**src/rtl/cpu_pkg.sv**
```systemverilog
// Shared CPU constants: datapath width, writeback select and load-type encodings.
package cpu_pkg;

  localparam int unsigned XLEN = 32;

  // Writeback result select (encoding 3 aliases ALU)
  localparam logic [1:0] WB_ALU  = 2'd0;
  localparam logic [1:0] WB_LOAD = 2'd1;
  localparam logic [1:0] WB_PC4  = 2'd2;

  // Load funct3 encodings; any other value behaves as a word load
  localparam logic [2:0] LD_B  = 3'b000;
  localparam logic [2:0] LD_H  = 3'b001;
  localparam logic [2:0] LD_W  = 3'b010;
  localparam logic [2:0] LD_BU = 3'b100;
  localparam logic [2:0] LD_HU = 3'b101;

endpackage

```
**src/rtl/load_align.sv**
```systemverilog
// Selects the addressed byte/half lane of a loaded word and sign- or zero-extends it.
module load_align
  import cpu_pkg::*;
#(
  parameter int unsigned XLEN = cpu_pkg::XLEN
) (
  input  logic [XLEN-1:0] word,
  input  logic [1:0]      addr,
  input  logic [2:0]      load_type,
  output logic [XLEN-1:0] value
);

  logic [7:0]  byte_lane;
  logic [15:0] half_lane;

  // Lane selection and extension; word loads ignore the address bits
  always_comb begin
    byte_lane = 8'h00;
    half_lane = 16'h0000;
    value     = word;
    case (addr)
      2'd0:    byte_lane = word[7:0];
      2'd1:    byte_lane = word[15:8];
      2'd2:    byte_lane = word[23:16];
      default: byte_lane = word[31:24];
    endcase
    half_lane = addr[1] ? word[31:16] : word[15:0];
    case (load_type)
      LD_B:    value = {{(XLEN-8){byte_lane[7]}}, byte_lane};
      LD_BU:   value = {{(XLEN-8){1'b0}}, byte_lane};
      LD_H:    value = {{(XLEN-16){half_lane[15]}}, half_lane};
      LD_HU:   value = {{(XLEN-16){1'b0}}, half_lane};
      default: value = word;
    endcase
  end

endmodule

```
**src/rtl/wb_stage.sv**
```systemverilog
// Writeback stage: MEM/WB register, load alignment, register-file write port,
// write-through bypass for decode reads, and retired-instruction counter.
module wb_stage
  import cpu_pkg::*;
#(
  parameter int unsigned XLEN  = cpu_pkg::XLEN,
  parameter int unsigned CNT_W = 32
) (
  input  logic             clk,
  input  logic             rst,
  input  logic             mem_valid,
  input  logic [XLEN-1:0]  mem_pc,
  input  logic [XLEN-1:0]  mem_alu_result,
  input  logic [XLEN-1:0]  mem_load_data,
  input  logic [1:0]       mem_wb_sel,
  input  logic [2:0]       mem_load_type,
  input  logic [4:0]       mem_rd,
  input  logic             mem_reg_write,
  input  logic             hold,
  input  logic             flush,
  input  logic [4:0]       r1_addr,
  input  logic [4:0]       r2_addr,
  input  logic [XLEN-1:0]  r1_raw,
  input  logic [XLEN-1:0]  r2_raw,
  output logic [XLEN-1:0]  r1_fwd,
  output logic [XLEN-1:0]  r2_fwd,
  output logic [4:0]       rf_w_addr,
  output logic [XLEN-1:0]  rf_din,
  output logic             rf_write_en,
  output logic             wb_valid,
  output logic [XLEN-1:0]  wb_pc,
  output logic [CNT_W-1:0] instr_count
);

  logic [XLEN-1:0] alu_result;
  logic [XLEN-1:0] load_data;
  logic [1:0]      wb_sel;
  logic [2:0]      load_type;
  logic [4:0]      rd;
  logic            reg_write;
  logic            retired;
  logic [XLEN-1:0] load_value;
  logic [XLEN-1:0] result;

  // MEM/WB register with flush > hold > capture; retired marks an instruction
  // that has already spent one cycle in WB so a held instruction acts once.
  always_ff @(posedge clk or posedge rst) begin
    if (rst) begin
      wb_valid   <= 1'b0;
      wb_pc      <= '0;
      alu_result <= '0;
      load_data  <= '0;
      wb_sel     <= WB_ALU;
      load_type  <= 3'b000;
      rd         <= 5'd0;
      reg_write  <= 1'b0;
      retired    <= 1'b0;
    end else if (flush) begin
      wb_valid <= 1'b0;
      retired  <= 1'b0;
    end else if (hold) begin
      retired <= retired | wb_valid;
    end else begin
      wb_valid   <= mem_valid;
      wb_pc      <= mem_pc;
      alu_result <= mem_alu_result;
      load_data  <= mem_load_data;
      wb_sel     <= mem_wb_sel;
      load_type  <= mem_load_type;
      rd         <= mem_rd;
      reg_write  <= mem_reg_write;
      retired    <= 1'b0;
    end
  end

  // Count each instruction once, on its first cycle in WB
  always_ff @(posedge clk or posedge rst) begin
    if (rst) begin
      instr_count <= '0;
    end else if (wb_valid && !retired) begin
      instr_count <= instr_count + CNT_W'(1);
    end
  end

  load_align #(
    .XLEN (XLEN)
  ) u_load_align (
    .word      (load_data),
    .addr      (alu_result[1:0]),
    .load_type (load_type),
    .value     (load_value)
  );

  // Result select; PC+4 wraps at XLEN
  always_comb begin
    result = alu_result;
    case (wb_sel)
      WB_LOAD: result = load_value;
      WB_PC4:  result = wb_pc + XLEN'(4);
      default: result = alu_result;
    endcase
  end

  assign rf_write_en = wb_valid & reg_write & (rd != 5'd0) & ~retired;
  assign rf_w_addr   = rd;
  assign rf_din      = result;

  // Write-through bypass so decode sees a same-cycle register write
  always_comb begin
    r1_fwd = r1_raw;
    r2_fwd = r2_raw;
    if (rf_write_en && (r1_addr == rf_w_addr)) r1_fwd = rf_din;
    if (rf_write_en && (r2_addr == rf_w_addr)) r2_fwd = rf_din;
  end

endmodule

```
**config.mk**
```make
export PLATFORM = sky130hd
export DESIGN_NAME = wb_stage
export DESIGN_NICKNAME = d
export VERILOG_FILES = /design/src/rtl/cpu_pkg.sv /design/src/rtl/load_align.sv /design/src/rtl/wb_stage.sv
export SDC_FILE = /design/constraint.sdc
export NUM_CORES = 1
export LEC_CHECK = 0
export ABC_CLOCK_PERIOD_IN_PS = 5710
export CAP_MARGIN = 0
export CELL_PAD_IN_SITES_DETAIL_PLACEMENT = 0
export CELL_PAD_IN_SITES_GLOBAL_PLACEMENT = 1
export CORE_MARGIN = 2
export CORE_UTILIZATION = 33
export DETAILED_ROUTE_END_ITERATION = 16
export GPL_ROUTABILITY_DRIVEN = 1
export PLACE_DENSITY = 0.84
export SLEW_MARGIN = 10
export SYNTH_ARGS = -nofsm -noshare
export SYNTH_HDL_FRONTEND = slang
export SYNTH_HIERARCHICAL = 1
export SYNTH_SLANG_ARGS = --single-unit
```
**constraint.sdc**
```tcl
create_clock -name clk -period 5.71 [get_ports clk]
set_input_delay 1.142 -clock clk [delete_from_list [all_inputs] [get_ports clk]]
set_output_delay 1.142 -clock clk [all_outputs]
set_load 0.01 [all_outputs]
```
==> flow_results.xml, run 1 <==
<?xml version="1.0" encoding="UTF-8"?>
<metrics>
  <group name="min_path">
    <metric name="timing.hold.worst_path_depth" unit="">1</metric>
    <metric name="min_from" unit="">instr_count[31]$_DFFE_PP0P_</metric>
    <metric name="hold_path.class" unit="">flop to flop</metric>
    <metric name="worst_hold_path.endpoint" unit="">instr_count[31]$_DFFE_PP0P_</metric>
  </group>
  <group name="drt">
    <metric name="routed_wire_length_per_instance" unit="um">22.2</metric>
    <metric name="totalWireLength" unit="um">34500</metric>
    <metric name="route.vias.total" unit="">8542</metric>
    <metric name="drt_iter0_drc" unit="">732</metric>
    <metric name="drt-pass1-iter-count" unit="">5</metric>
    <metric name="ant_nets" unit="">0</metric>
    <metric name="drc_errors" unit="">0</metric>
    <metric name="avgViaCountPerCell" unit="">5.48</metric>
  </group>
  <group name="synthesis">
    <metric name="synth_area_leaders" unit="">dfrtp_1 (40%), mux2_2 (15%), nand2_1 (3.6%)</metric>
    <metric name="yosysUniqueCellTypes" unit="">69</metric>
    <metric name="syn_area_per_cell" unit="sq um">9.92</metric>
    <metric name="synth_cells" unit="">879</metric>
    <metric name="ys_seq_elements" unit="">141</metric>
    <metric name="mappedNetlistArea" unit="sq um">8720</metric>
    <metric name="dominantRegCellSynth" unit="">dfrtp_1</metric>
    <metric name="synth.net_count" unit="">1069</metric>
    <metric name="yosysTopAreaCell" unit="">dfrtp_1</metric>
    <metric name="synth_largest_type_area_fraction" unit="">0.405</metric>
    <metric name="asyncSetResetFlopFracSynth" unit="">1.00</metric>
    <metric name="synth_seq_area_share" unit="">0.405</metric>
    <metric name="synth_warn" unit="">6</metric>
    <metric name="synth_edf_count" unit="">0</metric>
  </group>
  <group name="setup_path">
    <metric name="cp-start-kind" unit="">flop</metric>
    <metric name="ff2ff_setup_slack" unit="ps">3660</metric>
    <metric name="r2r-start" unit="">instr_count[4]$_DFFE_PP0P_</metric>
    <metric name="worst_ep_arrival_time" unit="ps">4160</metric>
    <metric name="worst-setup-path-type" unit="">flop to output pin</metric>
    <metric name="cp_data_required_time" unit="ps">4570</metric>
    <metric name="timing.critical_path.slowest_stage_cell" unit="">o41ai_1</metric>
    <metric name="critical_path.cell_chain" unit="">mux2_4 -&gt; a22oi_4 -&gt; o22ai_1 -&gt; a21oi_1 -&gt; nand2_1 -&gt; o41ai_1 -&gt; o31ai_1 -&gt; clkdlybuf4s50_1</metric>
    <metric name="cp_slowest_stage_delay" unit="ps">1030</metric>
    <metric name="critical_path_peak_fanout" unit="">11</metric>
    <metric name="timing.critical_path.to_type" unit="">output pin</metric>
    <metric name="rr_endpoint" unit="">instr_count[30]$_DFFE_PP0P_</metric>
    <metric name="rr_worst_depth" unit="">5</metric>
  </group>
  <group name="sta">
    <metric name="skew" unit="ps">8.85</metric>
    <metric name="final.min_clock_period" unit="ps">5300</metric>
    <metric name="layout_worst_path_cycle_share" unit="">0.929</metric>
    <metric name="total_negative_slack_for_setup_checks" unit="ps">0</metric>
    <metric name="grt_setup_unrepaired" unit="">false</metric>
    <metric name="timing.final.hold_violations" unit="">0</metric>
    <metric name="worstMarginPinSlew" unit="ps">1280</metric>
    <metric name="max_slew_violations" unit="">0</metric>
    <metric name="setup-violations-final" unit="">0</metric>
    <metric name="slew_headroom" unit="">0.137</metric>
    <metric name="clock.fmax" unit="GHz">0.189</metric>
  </group>
  <group name="cells_and_area">
    <metric name="drive_above_1_share" unit="">0.148</metric>
    <metric name="areaGrowthSynthToFinish" unit="%">50.4</metric>
    <metric name="layout.cells.non_filler" unit="">1558</metric>
    <metric name="finish.net_count" unit="">1399</metric>
  </group>
  <group name="place">
    <metric name="gp_routability_congestion" unit="">0.885</metric>
    <metric name="detailed_place_hpwl" unit="um">26200</metric>
    <metric name="place_inst" unit="">1525</metric>
    <metric name="placement.io_buffers" unit="">352</metric>
  </group>
  <group name="clocking">
    <metric name="cts-buffers-inserted" unit="">17</metric>
    <metric name="cts_hold_buf" unit="">0</metric>
    <metric name="ctsLongestPathBuffers" unit="">2</metric>
    <metric name="ctsRootBufferMaster" unit="">clkbuf_16</metric>
    <metric name="cts_setup_buffers" unit="">0</metric>
    <metric name="path_clk_slew" unit="ps">60</metric>
    <metric name="htree_levels" unit="">4</metric>
    <metric name="cts_tree" unit="">built</metric>
    <metric name="clk-insertion-delay-late" unit="ps">430</metric>
    <metric name="cts-resized-gates" unit="">0</metric>
    <metric name="cts.sinks" unit="">141</metric>
  </group>
  <group name="global_routing">
    <metric name="antenna_found_initial" unit="">3</metric>
    <metric name="globalRouteTotalUtil" unit="">0.247</metric>
    <metric name="grt.overflow.total" unit="">0</metric>
    <metric name="maximum_number_of_pins_on_one_net_before_global_route_repair" unit="">114</metric>
    <metric name="grt_pass1_wl" unit="um">52900</metric>
    <metric name="grt_pass1_vias" unit="">8497</metric>
  </group>
  <group name="power">
    <metric name="pwr_density_cell" unit="nW/um^2">295</metric>
    <metric name="power_leakage" unit="nW">5.26</metric>
    <metric name="vdd_drop_max" unit="V">0.000140</metric>
  </group>
  <group name="die">
    <metric name="chipWidth" unit="um">167</metric>
    <metric name="die-height" unit="um">167</metric>
    <metric name="start_util" unit="">0.336</metric>
    <metric name="core_area" unit="sq um">26000</metric>
    <metric name="die_area" unit="sq um">27700</metric>
    <metric name="fp-row-count" unit="">59</metric>
    <metric name="top_level_ports" unit="">353</metric>
  </group>
  <group name="flow_run">
    <metric name="max-cap-violations" unit="">0</metric>
  </group>
  <group name="status">
    <metric name="run_status" unit="">finished clean</metric>
  </group>
</metrics>
==> worst max-delay path by stage <==
stage / from / endpoint / slack, ps / cells past startpoint
2_1_floorplan: rst / alu_result[0]$_DFFE_PP0P_ / 790 / 1
3_3_place_gp: r2_addr[2] / r2_fwd[7] / 710 / 6
3_5_place_dp: r2_addr[2] / r2_fwd[7] / 710 / 6
4_1_cts: alu_result[0]$_DFFE_PP0P_ / r2_fwd[29] / 520 / 8
5_1_grt: alu_result[0]$_DFFE_PP0P_ / r2_fwd[29] / 300 / 8
6_report: alu_result[0]$_DFFE_PP0P_ / r2_fwd[29] / 410 / 8
==> power breakdown <==
part           total [W]  internal, W  switching (W)
Combinational    0.00136     0.000691       0.000667
Sequential       0.00133      0.00113       0.000198
Clock            0.00118     0.000698       0.000482
==> registers in the layout, summed over array words and instances, names as in the netlist <==
| register | cells |
|---|---|
| wb_pc | 32 |
| instr_count | 32 |
| load_data | 32 |
| reg_write | 1 |
| wb_valid | 1 |
| wb_sel | 2 |
| rf_w_addr | 5 |
| load_type | 3 |
| alu_result | 32 |
| retired | 1 |
==> through the flow <==
step / total power (W) / utilization / setup slack, ps / hold WS [ps] / cell area, sq um
after floorplan: 0.00196 / - / 787 / 472 / 8720
after global placement: 0.00268 / 0.481 / 708 / 471 / 12500
after detailed placement: 0.00269 / 0.481 / 711 / 468 / 12500
after CTS: 0.00390 / 0.505 / 516 / 487 / 13100
after global routing: 0.00405 / 0.505 / 297 / 518 / 13100
final: 0.00386 / 0.505 / 407 / 487 / 13100
==> cell usage after synthesis, drive strengths merged, types with 8 or more instances <==
cell / number
mux2: 120
a31oi: 12
o221ai: 9
o21ai: 50
inv: 33
dfrtp: 141
nand3: 27
clkbuf: 32
nor3: 8
xor2: 23
a21oi: 35
buf: 26
nor2: 63
o22ai: 16
nor2b: 14
nand4: 22
nor4: 13
and3: 10
xnor2: 32
nand2: 83
a22oi: 8
and4: 8
==> critical path: cells and delay by family (launching register included) <==
family	cells	cell delay, ps
DFF	1	640
buffers and inverters	1	530
AOI/OAI and AO/OA	5	2080
muxes	1	370
and+or+nand+nor	1	110
==> layout by cell type (no fill, tap or decap), types with 17 or more instances in the layout <==
cell type and count:
a21oi_1 35, clkbuf_16 17, clkdlybuf4s50_1 352, dfrtp_1 141
inv_1 31, mux2_2 114, nand2_1 83, nand3_1 27
nand4_1 21, nor2_1 62, o21ai_0 47, xnor2_1 32
xor2_1 23
==> final cells by class <==
class | instances | area, sq um
clock buffer | 18 | 429
inverter | 34 | 133
antenna | 1 | 2.50
clock inverter | 14 | 184
fill | 2407 | 12900
tap | 335 | 419
timing repair buffer | 369 | 3660
multi-input combinational | 646 | 4750
sequential | 141 | 3530
==> logic make-up (layout without fill, tap and decap cells) <==
| family | count (synthesis) | after routing | synth area share |
|---|---|---|---|
| compound gates | 181 | 181 | 0.143 |
| xor+xnor | 55 | 55 | 0.0552 |
| fa+ha+maj | 4 | 4 | 0.00574 |
| buf+inv | 92 | 435 | 0.0512 |
| flops | 141 | 141 | 0.405 |
| mux | 134 | 134 | 0.186 |
| other cells | 0 | 1 | 0 |
| simple gates | 272 | 272 | 0.155 |
==> routing by layer <==
metal	up-vias	wire (um)	global-route usage
met1	4133	13900	0.307
met5	-	12	0
met3	62	2750	0.0608
met4	2	812	0.0682
li1	3883	-	-
met2	462	17000	0.426
No activity file was read; power rests on OpenSTA's default activity.
==> inputs of run 2 (changes only) <==
--- a/config.mk
+++ b/config.mk
@@ -13,7 +13,8 @@
 export CORE_UTILIZATION = 33
 export DETAILED_ROUTE_END_ITERATION = 16
 export GPL_ROUTABILITY_DRIVEN = 1
-export PLACE_DENSITY = 0.84
+export PLACE_DENSITY = 0.79
+export RECOVER_POWER = 25
 export SLEW_MARGIN = 10
 export SYNTH_ARGS = -nofsm -noshare
 export SYNTH_HDL_FRONTEND = slang
==> run 2 against run 1 <==
- the run now ends with capacitance limit, slew limit left
- wire length is 2.7% lower
- maximum frequency increased by 2.4%
- design area is 0.18% higher
- critical path depth fell by 2
- die area unchanged
- largest power group unchanged
- clock power is 3% higher
- non-clock buffer count is 3 higher
- combinational power hardly changed
- sequential share of layout area about the same
- flip-flop and latch count is the same
- first-iteration DRC count down 33%
==> flow_results.xml, run 2 (synthesis results as in run 1) <==
<?xml version="1.0" encoding="UTF-8"?>
<metrics>
  <group name="power">
    <metric name="intPower" unit="W">0.00256</metric>
    <metric name="power" unit="W">0.00390</metric>
    <metric name="pwr-share-clk" unit="">0.314</metric>
    <metric name="power_leakage" unit="nW">5.28</metric>
    <metric name="seq_power_share" unit="">0.340</metric>
    <metric name="p_sw_frac" unit="">0.344</metric>
    <metric name="p_sw" unit="W">0.00134</metric>
    <metric name="vdd_drop_max" unit="V">0.000198</metric>
    <metric name="pwr_density_cell" unit="nW/um^2">297</metric>
    <metric name="pwr-share-comb" unit="">0.346</metric>
  </group>
  <group name="setup_path">
    <metric name="timing.critical_path.to_type" unit="">output pin</metric>
    <metric name="worst_ep_arrival_time" unit="ps">4040</metric>
    <metric name="critical_path.cell_chain" unit="">mux2_4 -&gt; a22oi_4 -&gt; o221ai_2 -&gt; a222oi_1 -&gt; o21ai_0 -&gt; clkdlybuf4s50_1</metric>
    <metric name="cp_slowest_stage_delay" unit="ps">1050</metric>
    <metric name="r2r-start" unit="">wb_valid$_DFFE_PP0P_</metric>
    <metric name="cp-start-kind" unit="">flop</metric>
    <metric name="critical_path.top_delay_family" unit="">compound AO/OA/AOI/OAI gates</metric>
    <metric name="cp_data_required_time" unit="ps">4570</metric>
    <metric name="rr_worst_depth" unit="">6</metric>
    <metric name="timing.critical_path.slowest_stage_cell" unit="">a222oi_1</metric>
    <metric name="rr_endpoint" unit="">instr_count[27]$_DFFE_PP0P_</metric>
    <metric name="worst-setup-path-type" unit="">flop to output pin</metric>
    <metric name="crit_buf_inv" unit="">1</metric>
    <metric name="ff2ff_setup_slack" unit="ps">3300</metric>
    <metric name="critical_path_peak_fanout" unit="">24</metric>
  </group>
  <group name="die">
    <metric name="die_area" unit="sq um">27700</metric>
    <metric name="chipWidth" unit="um">167</metric>
    <metric name="top_level_ports" unit="">353</metric>
    <metric name="start_util" unit="">0.336</metric>
    <metric name="fp-row-count" unit="">59</metric>
    <metric name="core_area" unit="sq um">26000</metric>
    <metric name="die-height" unit="um">167</metric>
  </group>
  <group name="global_routing">
    <metric name="grt_pass1_vias" unit="">8124</metric>
    <metric name="antenna_found_initial" unit="">4</metric>
    <metric name="maximum_number_of_pins_on_one_net_before_global_route_repair" unit="">50</metric>
    <metric name="gr-usage-met3" unit="">0.0627</metric>
    <metric name="globalRouteMet2Util" unit="">0.402</metric>
    <metric name="grt.overflow.total" unit="">0</metric>
    <metric name="globalRouteTotalUtil" unit="">0.240</metric>
    <metric name="grt_use_met1" unit="">0.299</metric>
    <metric name="grt.busiest_layer" unit="">met2</metric>
    <metric name="grt_pass1_wl" unit="um">51000</metric>
  </group>
  <group name="sta">
    <metric name="grt_setup_unrepaired" unit="">false</metric>
    <metric name="final.min_clock_period" unit="ps">5180</metric>
    <metric name="layout_worst_path_cycle_share" unit="">0.907</metric>
    <metric name="final.hold.worst_slack" unit="ps">486</metric>
    <metric name="timing.final.hold_violations" unit="">0</metric>
    <metric name="worstMarginPinSlew" unit="ps">2230</metric>
    <metric name="slew_headroom" unit="">-0.494</metric>
    <metric name="clock.fmax" unit="GHz">0.193</metric>
    <metric name="skew" unit="ps">8.67</metric>
    <metric name="setup-violations-final" unit="">0</metric>
    <metric name="total_negative_slack_for_setup_checks" unit="ps">0</metric>
    <metric name="final_critical_path_setup_slack" unit="ps">529</metric>
    <metric name="max_slew_violations" unit="">49</metric>
  </group>
  <group name="clocking">
    <metric name="htree_levels" unit="">4</metric>
    <metric name="cts_hold_buf" unit="">0</metric>
    <metric name="cts_tree" unit="">built</metric>
    <metric name="cts.sinks" unit="">141</metric>
    <metric name="clk-insertion-delay-late" unit="ps">420</metric>
    <metric name="path_clk_slew" unit="ps">70</metric>
    <metric name="cts-resized-gates" unit="">0</metric>
    <metric name="cts_setup_buffers" unit="">0</metric>
    <metric name="ctsLongestPathBuffers" unit="">2</metric>
    <metric name="ctsRootBufferMaster" unit="">clkbuf_16</metric>
    <metric name="cts-buffers-inserted" unit="">17</metric>
  </group>
  <group name="drt">
    <metric name="drt-pass1-iter-count" unit="">4</metric>
    <metric name="ant_nets" unit="">0</metric>
    <metric name="route.vias.total" unit="">8326</metric>
    <metric name="drc_errors" unit="">0</metric>
    <metric name="routed_wire_length_per_instance" unit="um">21.5</metric>
    <metric name="totalWireLength" unit="um">33600</metric>
    <metric name="avgViaCountPerCell" unit="">5.33</metric>
    <metric name="drt_iter0_drc" unit="">491</metric>
  </group>
  <group name="place">
    <metric name="gp_routability_congestion" unit="">0.874</metric>
    <metric name="detailed_place_hpwl" unit="um">26000</metric>
    <metric name="pre_cts_slack" unit="ps">871</metric>
    <metric name="placement.io_buffers" unit="">352</metric>
  </group>
  <group name="min_path">
    <metric name="min_from" unit="">instr_count[31]$_DFFE_PP0P_</metric>
    <metric name="worst_hold_path.endpoint" unit="">instr_count[31]$_DFFE_PP0P_</metric>
    <metric name="timing.hold.worst_path_depth" unit="">1</metric>
    <metric name="hold_path.class" unit="">flop to flop</metric>
  </group>
  <group name="cells_and_area">
    <metric name="multi_input_area" unit="sq um">4750</metric>
    <metric name="finish.utilization" unit="">0.506</metric>
    <metric name="layout_commonest_cell" unit="">clkdlybuf4s50_1</metric>
    <metric name="areaGrowthSynthToFinish" unit="%">50.6</metric>
    <metric name="final-seq-area" unit="sq um">3530</metric>
    <metric name="drive_above_1_share" unit="">0.149</metric>
    <metric name="final_cell_mix" unit="">clkdlybuf4s50_1 (350), dfrtp_1 (141), mux2_2 (114)</metric>
    <metric name="finish.net_count" unit="">1402</metric>
    <metric name="num-fill-cells" unit="">2399</metric>
  </group>
  <group name="status">
    <metric name="violations" unit="">capacitance limit, slew limit</metric>
    <metric name="run_status" unit="">finished with violations</metric>
  </group>
  <group name="flow_run">
    <metric name="max-cap-violations" unit="">1</metric>
  </group>
</metrics>
[run 2: layer usage]
metal,wire length (um),vias to the layer above,part of all wire
li1,-,3890,-
met1,14000,4011,0.42
met2,16200,377,0.48
met3,2430,46,0.072
met4,1000,2,0.030
met5,13,-,0.00039
[run 2: area by class of cell]
cell class                 count  area share
clock buffer                  17      0.0324
inverter                      34     0.00981
sequential                   141       0.269
timing repair buffer         372       0.280
tap                          335      0.0319
antenna                        2    0.000381
multi-input combinational    646       0.361
clock inverter                14      0.0156
[run 2: worst max path at each step]
| stage | from | endpoint | slack [ps] | cells after the start |
|---|---|---|---|---|
| global route | alu_result[0]$_DFFE_PP0P_ | r1_fwd[8] | 340 | 6 |
| floorplan | rst | alu_result[0]$_DFFE_PP0P_ | 790 | 1 |
| finish | alu_result[0]$_DFFE_PP0P_ | r1_fwd[8] | 530 | 6 |
| detailed placement | r2_addr[2] | r2_fwd[10] | 870 | 7 |
| global placement | r2_addr[2] | r2_fwd[10] | 910 | 7 |
| CTS | alu_result[0]$_DFFE_PP0P_ | r1_fwd[8] | 590 | 6 |
[run 2: power by group through the flow]
stage / logic [W] / clock network (W) / registers [W]
2_1_floorplan: 0.000679 / 0 / 0.00128
3_3_place_gp: 0.00134 / 0 / 0.00134
3_5_place_dp: 0.00135 / 0 / 0.00134
4_1_cts: 0.00136 / 0.00125 / 0.00132
5_1_grt: 0.00144 / 0.00129 / 0.00135
6_report: 0.00135 / 0.00122 / 0.00133
[run 2: stage by stage]
stage,instances,area (sq um)
3_3_place_gp,1528,12500
5_1_grt,1560,13100
2_1_floorplan,879,8720
3_5_place_dp,1528,12500
4_1_cts,1559,13200
6_report,1561,13100
